### config.mk
export PLATFORM = sky130hd
export DESIGN_NAME = lemmings_world
export DESIGN_NICKNAME = d
export VERILOG_FILES = /design/src/rtl/lemmings_pkg.sv /design/src/rtl/lemmings_fall_counter.sv /design/src/rtl/lemmings_world.sv
export SDC_FILE = /design/constraint.sdc
export NUM_CORES = 1
export LEC_CHECK = 0
export CAP_MARGIN = 20
export CELL_PAD_IN_SITES_DETAIL_PLACEMENT = 1
export CELL_PAD_IN_SITES_GLOBAL_PLACEMENT = 1
export CORE_MARGIN = 1
export CORE_UTILIZATION = 49
export DETAILED_ROUTE_END_ITERATION = 12
export GPL_TIMING_DRIVEN = 0
export MAX_ROUTING_LAYER = met4
export PLACE_DENSITY_LB_ADDON = 0.25
export SYNTH_ARGS = -nofsm -noshare
export SYNTH_HDL_FRONTEND = slang
export SYNTH_HIERARCHICAL = 1
export SYNTH_SLANG_ARGS = --single-unit
### constraint.sdc
create_clock -name clk -period 4.3 [get_ports clk]
set_input_delay 1.075 -clock clk [delete_from_list [all_inputs] [get_ports clk]]
set_output_delay 1.075 -clock clk [all_outputs]
set_load 0.1 [all_outputs]
### src/rtl/lemmings_pkg.sv
// Shared definitions for the Lemmings world model, the walker and their benches.
package lemmings_pkg;

   typedef enum logic {
      SURF = 1'b0,
      FALL = 1'b1
   } world_state_e;

   localparam int SPLAT_THRESH = 21;
   localparam int FALL_LEN_W   = 8;
   localparam logic [FALL_LEN_W-1:0] FALL_LEN_MAX = '1;

   // Increment that sticks at the top of the fall-length range.
   function automatic logic [FALL_LEN_W-1:0] sat_inc(input logic [FALL_LEN_W-1:0] v);
      return (v == FALL_LEN_MAX) ? v : v + 1'b1;
   endfunction

endpackage

### src/rtl/lemmings_fall_counter.sv
// Counts ground-low cycles of a fall, captures the length on landing and
// latches a sticky splat flag when a completed fall was too long to survive.
module lemmings_fall_counter
   import lemmings_pkg::*;
(
   input  logic                  clk,
   input  logic                  areset,
   input  logic                  count,
   input  logic                  capture,
   output logic [FALL_LEN_W-1:0] fall_len,
   output logic                  splat
);

   logic [FALL_LEN_W-1:0] run;
   logic [FALL_LEN_W-1:0] run_next;

   assign run_next = sat_inc(run);

   always_ff @(posedge clk or posedge areset) begin
      if (areset) begin
         run      <= '0;
         fall_len <= '0;
         splat    <= 1'b0;
      end else if (count) begin
         // The landing cycle is itself a ground-low cycle, so it is included.
         if (capture) begin
            run      <= '0;
            fall_len <= run_next;
            if (run_next >= FALL_LEN_W'(SPLAT_THRESH))
               splat <= 1'b1;
         end else begin
            run <= run_next;
         end
      end
   end

endmodule

### src/rtl/lemmings_world.sv
// 1-D terrain environment closing the loop around a Lemmings4 walker:
// tracks position, holes, digging and falls, and reports ground/bump as Moore outputs.
module lemmings_world
   import lemmings_pkg::*;
#(
   parameter int               WIDTH      = 16,
   parameter logic [WIDTH-1:0] GROUND_MAP = '1,
   parameter int               START_POS  = 4,
   parameter int               HOLE_DEPTH = 5,
   parameter int               DIG_CYCLES = 3,
   parameter int               DIG_DEPTH  = 25
) (
   input  logic                      clk,
   input  logic                      areset,
   input  logic                      walk_left,
   input  logic                      walk_right,
   input  logic                      aaah,
   input  logic                      digging,
   output logic                      ground,
   output logic                      bump_left,
   output logic                      bump_right,
   output logic [$clog2(WIDTH)-1:0]  pos,
   output logic [FALL_LEN_W-1:0]     fall_len,
   output logic                      splat
);

   localparam int POS_W = $clog2(WIDTH);
   localparam int REM_W = $clog2(((HOLE_DEPTH > DIG_DEPTH) ? HOLE_DEPTH : DIG_DEPTH) + 1);
   localparam int DIG_W = $clog2(DIG_CYCLES + 1);

   localparam logic [POS_W-1:0] POS_START = POS_W'(START_POS);
   localparam logic [POS_W-1:0] POS_MAX   = POS_W'(WIDTH - 1);
   localparam logic [REM_W-1:0] HOLE_REM  = REM_W'(HOLE_DEPTH);
   localparam logic [REM_W-1:0] DIG_REM   = REM_W'(DIG_DEPTH);
   localparam logic [DIG_W-1:0] DIG_LAST  = DIG_W'(DIG_CYCLES - 1);

   world_state_e     state;
   logic [WIDTH-1:0] terrain;
   logic [DIG_W-1:0] dig_cnt;
   logic [REM_W-1:0] rem;
   logic [POS_W-1:0] pos_l;
   logic [POS_W-1:0] pos_r;
   logic             landing;

   // The walker's scream is observed by the bench, never by this model.
   logic unused_aaah;
   assign unused_aaah = aaah;

   assign pos_l   = pos - 1'b1;
   assign pos_r   = pos + 1'b1;
   assign landing = (state == FALL) && (rem == REM_W'(1));

   assign ground     = (state != FALL);
   assign bump_left  = (state == SURF) && (pos == '0);
   assign bump_right = (state == SURF) && (pos == POS_MAX);

   // NOTE: every register here is updated with <= so all of them see the
   // pre-edge values of each other, exactly like the hardware flops.
   always_ff @(posedge clk or posedge areset) begin
      if (areset) begin
         // NOTE: terrain is a flop vector, not a RAM, so it can and must be
         // reset: a reset mid-game restores the original map.
         state   <= SURF;
         pos     <= POS_START;
         terrain <= GROUND_MAP;
         dig_cnt <= '0;
         rem     <= '0;
      end else begin
         case (state)
            SURF: begin
               if (digging) begin
                  if (dig_cnt == DIG_LAST) begin
                     terrain[pos] <= 1'b0;
                     state        <= FALL;
                     rem          <= DIG_REM;
                     dig_cnt      <= '0;
                  end else begin
                     dig_cnt <= dig_cnt + 1'b1;
                  end
               end else begin
                  dig_cnt <= '0;
                  // walk_left wins even when blocked by the wall.
                  if (walk_left) begin
                     if (pos != '0) begin
                        pos <= pos_l;
                        if (!terrain[pos_l]) begin
                           state <= FALL;
                           rem   <= HOLE_REM;
                        end
                     end
                  end else if (walk_right) begin
                     if (pos != POS_MAX) begin
                        pos <= pos_r;
                        if (!terrain[pos_r]) begin
                           state <= FALL;
                           rem   <= HOLE_REM;
                        end
                     end
                  end
               end
            end
            FALL: begin
               dig_cnt <= '0;
               rem     <= rem - 1'b1;
               if (landing) begin
                  state        <= SURF;
                  terrain[pos] <= 1'b1;
               end
            end
            default: state <= SURF;
         endcase
      end
   end

   lemmings_fall_counter u_fall_counter (
      .clk      (clk),
      .areset   (areset),
      .count    (state == FALL),
      .capture  (landing),
      .fall_len (fall_len),
      .splat    (splat)
   );

endmodule

## Word-level counts from Yosys, hierarchy flattened

Index checks and enable logic that the tools add are counted.

| storage, ports and cells | value |
|---|---|
| bits in registers | 45 |
| input port bits | 6 |
| output and inout bits | 16 |
| logic and storage cells | 89 |

| operators by class | value |
|---|---|
| add/sub/neg operators | 5 |
| order comparisons | 5 |
| equality and inequality tests | 15 |
| mux-type cells | 38 |
| bitwise logic cells | 5 |
| reductions and logical operators | 13 |

Operators by type and width:

| cell | number |
|---|---|
| $mux 16 | 3 |
| $mux 5 | 8 |
| $pmux 16 s2 | 1 |
| $and 16x16->16 | 1 |
| $mux 4 | 4 |
| $mux 8 | 2 |
| $ne 4x4->1 const B | 4 |
| $not 16->16 | 1 |
| $or 16x16->16 | 1 |
| $lt 4x5->1 const B | 3 |
| $mux 1 | 12 |
| $pmux 5 s2 | 1 |
| $add 8x1->8 const B | 1 |
| $bmux 1 s4 | 2 |
| $eq 8x8->1 const B | 1 |
| $ge 8x5->1 const B | 1 |
| $ne 4x3->1 const B | 2 |
| $ne 2x1->1 const B | 3 |
| $reduce_and 3->1 | 2 |
| $reduce_and 6->1 | 1 |
| $eq 5x1->1 const B | 1 |
| $reduce_and 5->1 | 1 |
| $sub 5x1->5 const B | 1 |
| $add 4x1->4 const B | 1 |
| other kinds (17) | 23 |

## Logic depth before layout (Yosys ltp)

Gate-level depths: netlist (run 1).

| depth | value |
|---|---|
| word-level depth | 9 |
| depth in mapped cells | 11 |
| mapped depth without buffers | 8 |

## Cells and area by module

Netlist (run 1), hierarchy kept.

By module, submodules not included:

| module | instances | cells each | area each (um2) |
|---|---|---|---|
| lemmings_world | 1 | 179 | 1881.8 |
| lemmings_fall_counter | 1 | 112 | 985.9 |

## Worst setup path before layout (run 1)

OpenSTA, ideal clock, no wires.

| path | value |
|---|---|
| path kind | register to output |
| start | reg pos[1] |
| end | out bump_right |
| arrival | 2.731 ns |
| data required time | 3.225 ns |
| path slack | 0.494 ns |
| cell stages (with the launch flop) | 4 |
| buffers on the path | 0 |
| cells stage by stage | dfrtp_1 > ha_1 > nand3_1 > nor2_1 |

| between the ends | value |
|---|---|
| word-level cells in the longest chain between the ends | 2 |

Ends and longest elaborated chain:

| element | line | source |
|---|---|---|
| start, declared | lemmings_world.sv:22 | `output logic [$clog2(WIDTH)-1:0] pos,` |
| start signal, assigned | lemmings_world.sv:85 | `pos <= pos_l;` |
| start signal, assigned | lemmings_world.sv:93 | `pos <= pos_r;` |
| $eq 4x4->1 | lemmings_world.sv:55 | `assign bump_right = (state == SURF) && (pos == POS_MAX);` |
| $logic_and 1x1->1 | lemmings_world.sv:55 |  |
| end, declared | lemmings_world.sv:21 | `output logic bump_right,` |

No other way between the ends.

## Final worst setup path (run 1)

| path | value |
|---|---|
| start | reg pos[0] |
| end | out bump_left |

| between the ends | value |
|---|---|
| word-level cells in the longest chain between the ends | 2 |

Ends and longest elaborated chain:

| element | line | source |
|---|---|---|
| $logic_not 4->1 | lemmings_world.sv:54 | `assign bump_left = (state == SURF) && (pos == '0);` |
| $logic_and 1x1->1 | lemmings_world.sv:54 |  |
| end, declared | lemmings_world.sv:20 | `output logic bump_left,` |

No other way between the ends.

==> flow_summary.toml, run 1 <==
[die]
dieArea_um2 = 6160
ios = 22
core_region_area_um2 = 5570
die_x_um = 78.5
die_h_um = 78.5
num_rows = 27
initial_core_util_pct = 51.4

[clocking]
clk_pin_slew_ns = 0.09
post-cts-setup-buffers = 0
clockBufferDepth = 2
cts_made_buffers = 5
clock-root-buffer = "clkbuf_8"
cts-hold-fix-buffers = 0
post_cts_resized = 0
insertion_delay_ns = 0.31
h-tree-depth = 2
cts_tree = "built"
cts.sinks = 45

[status]
status = "completed"

[yosys]
yosys_warnings = 6
synth_area_leader_cell = "dfrtp_1"
synth_edf_count = 0
ys_ff_latch = 45
synth_cell_types = 65
synth_nets = 305
ys_seq_area_share_pct = 40.0
avgSynthCellArea_um2 = 9.85
synth_top_area_share_pct = 24.4
synthTopCellsByArea = "dfrtp_1, dfstp_2, mux2_2"
async_flop_share_pct = 100
synth_area_um2 = 2870
synthFlopType = "dfrtp_1"
synth_cells = 291

[power_and_ir_drop]
pwr_density_cell_nw_per_um2 = 838
power_frac_comb_pct = 62.5
power_leakage_uw = 0.00135
peakVddDrop_mv = 0.446
power.internal_uw = 1330
switching_share_pct = 51.3
p_switching_uw = 1410
seqPwrFrac_pct = 27.0
clkPwrFrac_pct = 10.5

[timing]
max_clock_freq_ghz = 0.253
post-route-period-util_pct = 92.0
post-route-min-period_ns = 3.95
slew_headroom_pct = 33.6
tightest_slew_ns = 0.992
clock_skew_ns = 0.0104
maxSlewViolCount = 0
setup_viol = 0
rsz0062_at_grt = "false"
finalWorstSetupSlack_ns = 0.346
hold_violations = 0
tns_ns = 0

[global_route]
grt_max_degree = 29
grtUsageMet2_pct = 42.9
grt_overflow = 0
grt_pass1_wl_um = 12300
grtUsageMet1_pct = 34.8
grt_use_total_pct = 26.8
antenna_found_initial = 0
grt_pass1_vias = 2460
met3_usage_pct = 3.84
top_usage_layer = "met2"

[cells_and_area]
multi_input_area_um2 = 1560
n_antenna_cell = 0
nFillCells = 638
final_layout_size_suffix_gt1_share_pct = 22.3
num-nets-final = 332
area_growth_pct = 14.0
final-seq-area_um2 = 1150

[worst_setup_path]
timing.critical_path.slowest_stage_cell = "clkdlybuf4s50_1"
path_class = "flip-flop to primary output"
path_buf_inv = 4
crit_chain = "buf_2 > buf_2 > inv_1 > ha_1 > and3_1 > clkdlybuf4s50_1"
cp.required_ns = 3.22
cp_top_family = "buffers and inverters"
reg2reg_slack_ns = 1.15
crit_arrival_ns = 2.88
crit_path_end_kind = "primary output"
critPathLaunchType = "flip-flop"
crit_fanout = 10
critPathMaxStageDelay_ns = 1.14
critPathMostFrequentCell = "buf_2"

[detailed_routing]
ant_nets = 0
drt-initial-drc-count = 146
vias = 2338
drc_errors = 0
drtPass1Iterations = 7
wirelength_um = 7410
vias_per_cell = 5.98
post_drt_wl_per_cell_um = 18.9

[placed_design]
portBuffers = 19
preCtsSetupSlack_ns = 0.672
gp_congestion = 0.858
dp_hpwl_um = 5410

[hold_path]
hold_path.class = "flip-flop to flip-flop"

[flow_run]
max_cap_violations = 0
[Yosys cell counts (2+ instances only)]
master	number
nand2_1	37
dfrtp_1	28
dfstp_2	17
mux2_2	16
a21oi_1	15
nor2_1	13
nand3_1	12
inv_1	10
nor2b_1	10
clkbuf_1	9
mux2i_1	9
buf_2	8
ha_1	8
o21ai_0	8
xnor2_1	7
and3_1	4
mux2_1	4
nand4_1	4
nor3_1	4
a31o_2	3
a31oi_1	3
a41oi_1	3
buf_6	3
nand2b_1	3
or3_1	3
xnor2_2	3
a2111oi_0	2
a21o_1	2
and4b_1	2
mux4_2	2
nor3b_1	2
o221a_1	2
o22ai_1	2
o31ai_1	2
[kinds of logic after synthesis]
kind of cell,synth area share [%]
compound gates,13.9
buf+inv,5.50
flops,40.0
mux,12.6
simple gates,19.9
fa+ha+maj,3.49
xor+xnor,4.71
[worst paths after layout]
path,startpoint,to,cells past startpoint
setup / recovery,pos[0]$_DFFE_PP0P_,bump_left,6
hold / removal,dig_cnt[0]$_DFF_PP0_,dig_cnt[0]$_DFF_PP0_,1
setup reg to reg,pos[0]$_DFFE_PP0P_,rem[4]$_DFFE_PP0P_,11
hold reg to reg,dig_cnt[0]$_DFF_PP0_,dig_cnt[0]$_DFF_PP0_,1
max in group asynchronous,areset,u_fall_counter/fall_len[1]$_DFFE_PP0P_,2
min in group asynchronous,areset,rem[1]$_DFFE_PP0P_,2
[power groups by stage]
stage	clock (µW)	sequential, µW	combinational [µW]
after floorplan	0	1090	942
after global placement	0	738	1630
after detailed placement	0	748	1690
after CTS	293	739	1710
after global routing	308	764	1830
final	287	740	1710
[cell usage in the layout, fill, tap and decap left out, drive strengths merged, types with 4 or more instances in the layout]
cell and n:
ha 8, buf 13, nand3 12, nand4 4, o21ai 8, mux2 20, nor3 5, nor2b 10
xnor2 10, inv 10, clkbuf 17, and3 5, a31o 4, nand2 38, nor2 14, clkdlybuf4s50 19
dfrtp 28, dfstp 17, mux2i 9, a21oi 16
[metrics by stage]
step                hold slack (ns)  power, µW  util [%]  cell area (µm²)  instances
global route                  0.502       2900      58.7             3270        391
finish                        0.463       2740      58.7             3270        391
floorplan                     0.414       2030         -             2870        291
global placement              0.440       2370      56.5             3150        382
detailed placement            0.453       2440      56.5             3150        382
CTS                           0.465       2740      58.2             3240        390
[routing by layer]
| layer | wire [µm] | up-vias |
|---|---|---|
| li1 | - | 1094 |
| met2 | 3630 | 47 |
| met3 | 249 | 8 |
| met4 | 92 | 0 |
| met1 | 3440 | 1189 |
| met5 | 0 | - |
[cell type report]
cell class	count	share of cell area, %
plain buffers	22	3.67
clock buffers	7	2.64
clock inverters	1	0.230
repair buffers	20	6.66
well taps	72	2.76
multi-input cells	214	47.8
flip-flops and latches	45	35.1
inverters	10	1.15
Power figures use the tool's default switching activity.
==> run 2: changes to the inputs <==
CELL_PAD_IN_SITES_DETAIL_PLACEMENT = not set   (was 1)
CELL_PAD_IN_SITES_GLOBAL_PLACEMENT = not set   (was 1)
CORE_UTILIZATION = 50   (was 49)
==> run 2 against run 1 <==
Cell count stayed put. Power is 0.23% lower. Register-to-register slack better by 0.16 ns. Clock-buffer cell count stayed put. Clock skew is 0.0034 ns lower. Fmax is 1.4% higher. Highest routed layer unchanged.
==> flow_summary.toml, run 2 (synthesized netlist as in run 1, its figures left out) <==
[cells_and_area]
multi_input_area_um2 = 1560
num-nets-final = 332
fin_util_pct = 59.8
nFillCells = 465
final_cell_mix = "nand2_1, dfrtp_1, clkdlybuf4s50_1"
final-seq-area_um2 = 1150
layout_commonest_cell = "nand2_1"
n_antenna_cell = 0
final_layout_size_suffix_gt1_share_pct = 22.3
area_growth_pct = 14.8

[timing]
maxSlewViolCount = 0
post-route-min-period_ns = 3.90
hold_violations = 0
post-route-period-util_pct = 90.7
max_clock_freq_ghz = 0.257
tightest_slew_ns = 0.973
rsz0062_at_grt = "false"
slew_headroom_pct = 35.0
setup_viol = 0
clock_skew_ns = 0.00698
tns_ns = 0

[clocking]
cts-hold-fix-buffers = 0
cts.sinks = 45
insertion_delay_ns = 0.30
post_cts_resized = 0
post-cts-setup-buffers = 0
clock-root-buffer = "clkbuf_8"
cts_tree = "built"
clk_pin_slew_ns = 0.08
clockBufferDepth = 2
cts_made_buffers = 5
h-tree-depth = 2

[die]
die_x_um = 77.7
num_rows = 27
ios = 22
die_h_um = 77.7
core_region_area_um2 = 5510
initial_core_util_pct = 52.1
dieArea_um2 = 6040

[power_and_ir_drop]
pwr_density_cell_nw_per_um2 = 831
clkPwrFrac_pct = 12.1
p_switching_uw = 1340
power_frac_comb_pct = 60.8
peakVddDrop_mv = 0.439
power.internal_uw = 1390
switching_share_pct = 49.1
seqPwrFrac_pct = 27.1
power_leakage_uw = 0.00136

[detailed_routing]
wirelength_um = 6340
ant_nets = 0
drtPass1Iterations = 4
vias = 2240
drt-initial-drc-count = 181
drc_errors = 0
post_drt_wl_per_cell_um = 16.2
vias_per_cell = 5.73

[placed_design]
dp_hpwl_um = 4490
portBuffers = 19
gp_congestion = 0.917

[global_route]
antenna_found_initial = 0
grt_pass1_wl_um = 10700
grt_overflow = 0
grt_max_degree = 29
grt_pass1_vias = 2182
grt_use_total_pct = 23.5

[worst_setup_path]
timing.critical_path.slowest_stage_cell = "clkdlybuf4s50_1"
path_buf_inv = 4
critPathLaunchType = "flip-flop"
r2r-end = "rem[3]$_DFFE_PP0P_"
cp_top_family = "buffers and inverters"
crit_path_end_kind = "primary output"
crit_arrival_ns = 2.82
critPathMaxStageDelay_ns = 1.13
path_class = "flip-flop to primary output"
reg2regPathDepth = 11
reg2reg_slack_ns = 1.31
crit_fanout = 10
crit_chain = "buf_2 > buf_2 > inv_1 > ha_1 > and3_1 > clkdlybuf4s50_1"
cp.required_ns = 3.22
critPathMostFrequentCell = "buf_2"
r2r-start = "pos[0]$_DFFE_PP0P_"

[hold_path]
hold_path.class = "flip-flop to flip-flop"
hold_end = "dig_cnt[0]$_DFF_PP0_"
min-delay-start = "dig_cnt[0]$_DFF_PP0_"
min_path_cells = 1

[status]
status = "completed"

[flow_run]
max_cap_violations = 0
[run 2: metrics by stage]
step                      instances  setup WS, ns  hold slack, ns  area, µm²  total power, µW
after floorplan                 291         0.494           0.414       2870             2030
after global placement          382         0.746           0.438       3150             2350
after CTS                       390         0.387           0.457       3260             2730
after detailed placement        382         0.722           0.442       3150             2380
final                           391         0.402           0.453       3290             2730
after global routing            391         0.247           0.478       3290             2910
[run 2: worst max-delay path by stage]
stage / from / end / slack [ns] / cells after the start
CTS: pos[0]$_DFFE_PP0P_ / bump_left / 0.39 / 6
floorplan: pos[1]$_DFFE_PP0P_ / bump_right / 0.49 / 3
finish: pos[0]$_DFFE_PP0P_ / bump_left / 0.40 / 6
global placement: pos[0]$_DFFE_PP0P_ / bump_left / 0.75 / 6
detailed placement: pos[0]$_DFFE_PP0P_ / bump_left / 0.72 / 6
global route: pos[0]$_DFFE_PP0P_ / bump_left / 0.25 / 6
[run 2: area by class of cell]
class / instances / share of cell area, %
Clock buffer: 7 / 2.62
Clock inverter: 1 / 0.912
Tap cell: 72 / 2.74
Buffer: 22 / 3.65
Sequential cell: 45 / 34.9
Timing Repair Buffer: 20 / 6.61
Inverter: 10 / 1.14
Multi-Input combinational cell: 214 / 47.5
[run 2: routing by layer]
metal	global-route usage, %	up-vias	routed length [µm]
li1	-	1094	-
met1	30.8	1091	3020
met2	37.1	45	3000
met3	3.29	10	224
met4	8.49	0	107
met5	-	-	0
[run 2: worst reg2reg max path, stage by stage (launching register included)]
cell and delay, ns:
dfrtp_1 0.42, buf_2 0.27, buf_2 0.27, inv_1 0.14, ha_1 0.31, buf_6 0.14, mux4_2 0.51, mux2i_1 0.17
nor3_1 0.07, a21oi_2 0.18, and4_4 0.28, o221a_1 0.18
[run 2: power by group through the flow]
| stage | sequential, µW | combinational (µW) | clock [µW] |
|---|---|---|---|
| after floorplan | 1090 | 942 | 0 |
| after global placement | 740 | 1610 | 0 |
| after detailed placement | 746 | 1640 | 0 |
| after CTS | 740 | 1650 | 340 |
| after global routing | 762 | 1790 | 359 |
| final | 741 | 1660 | 332 |
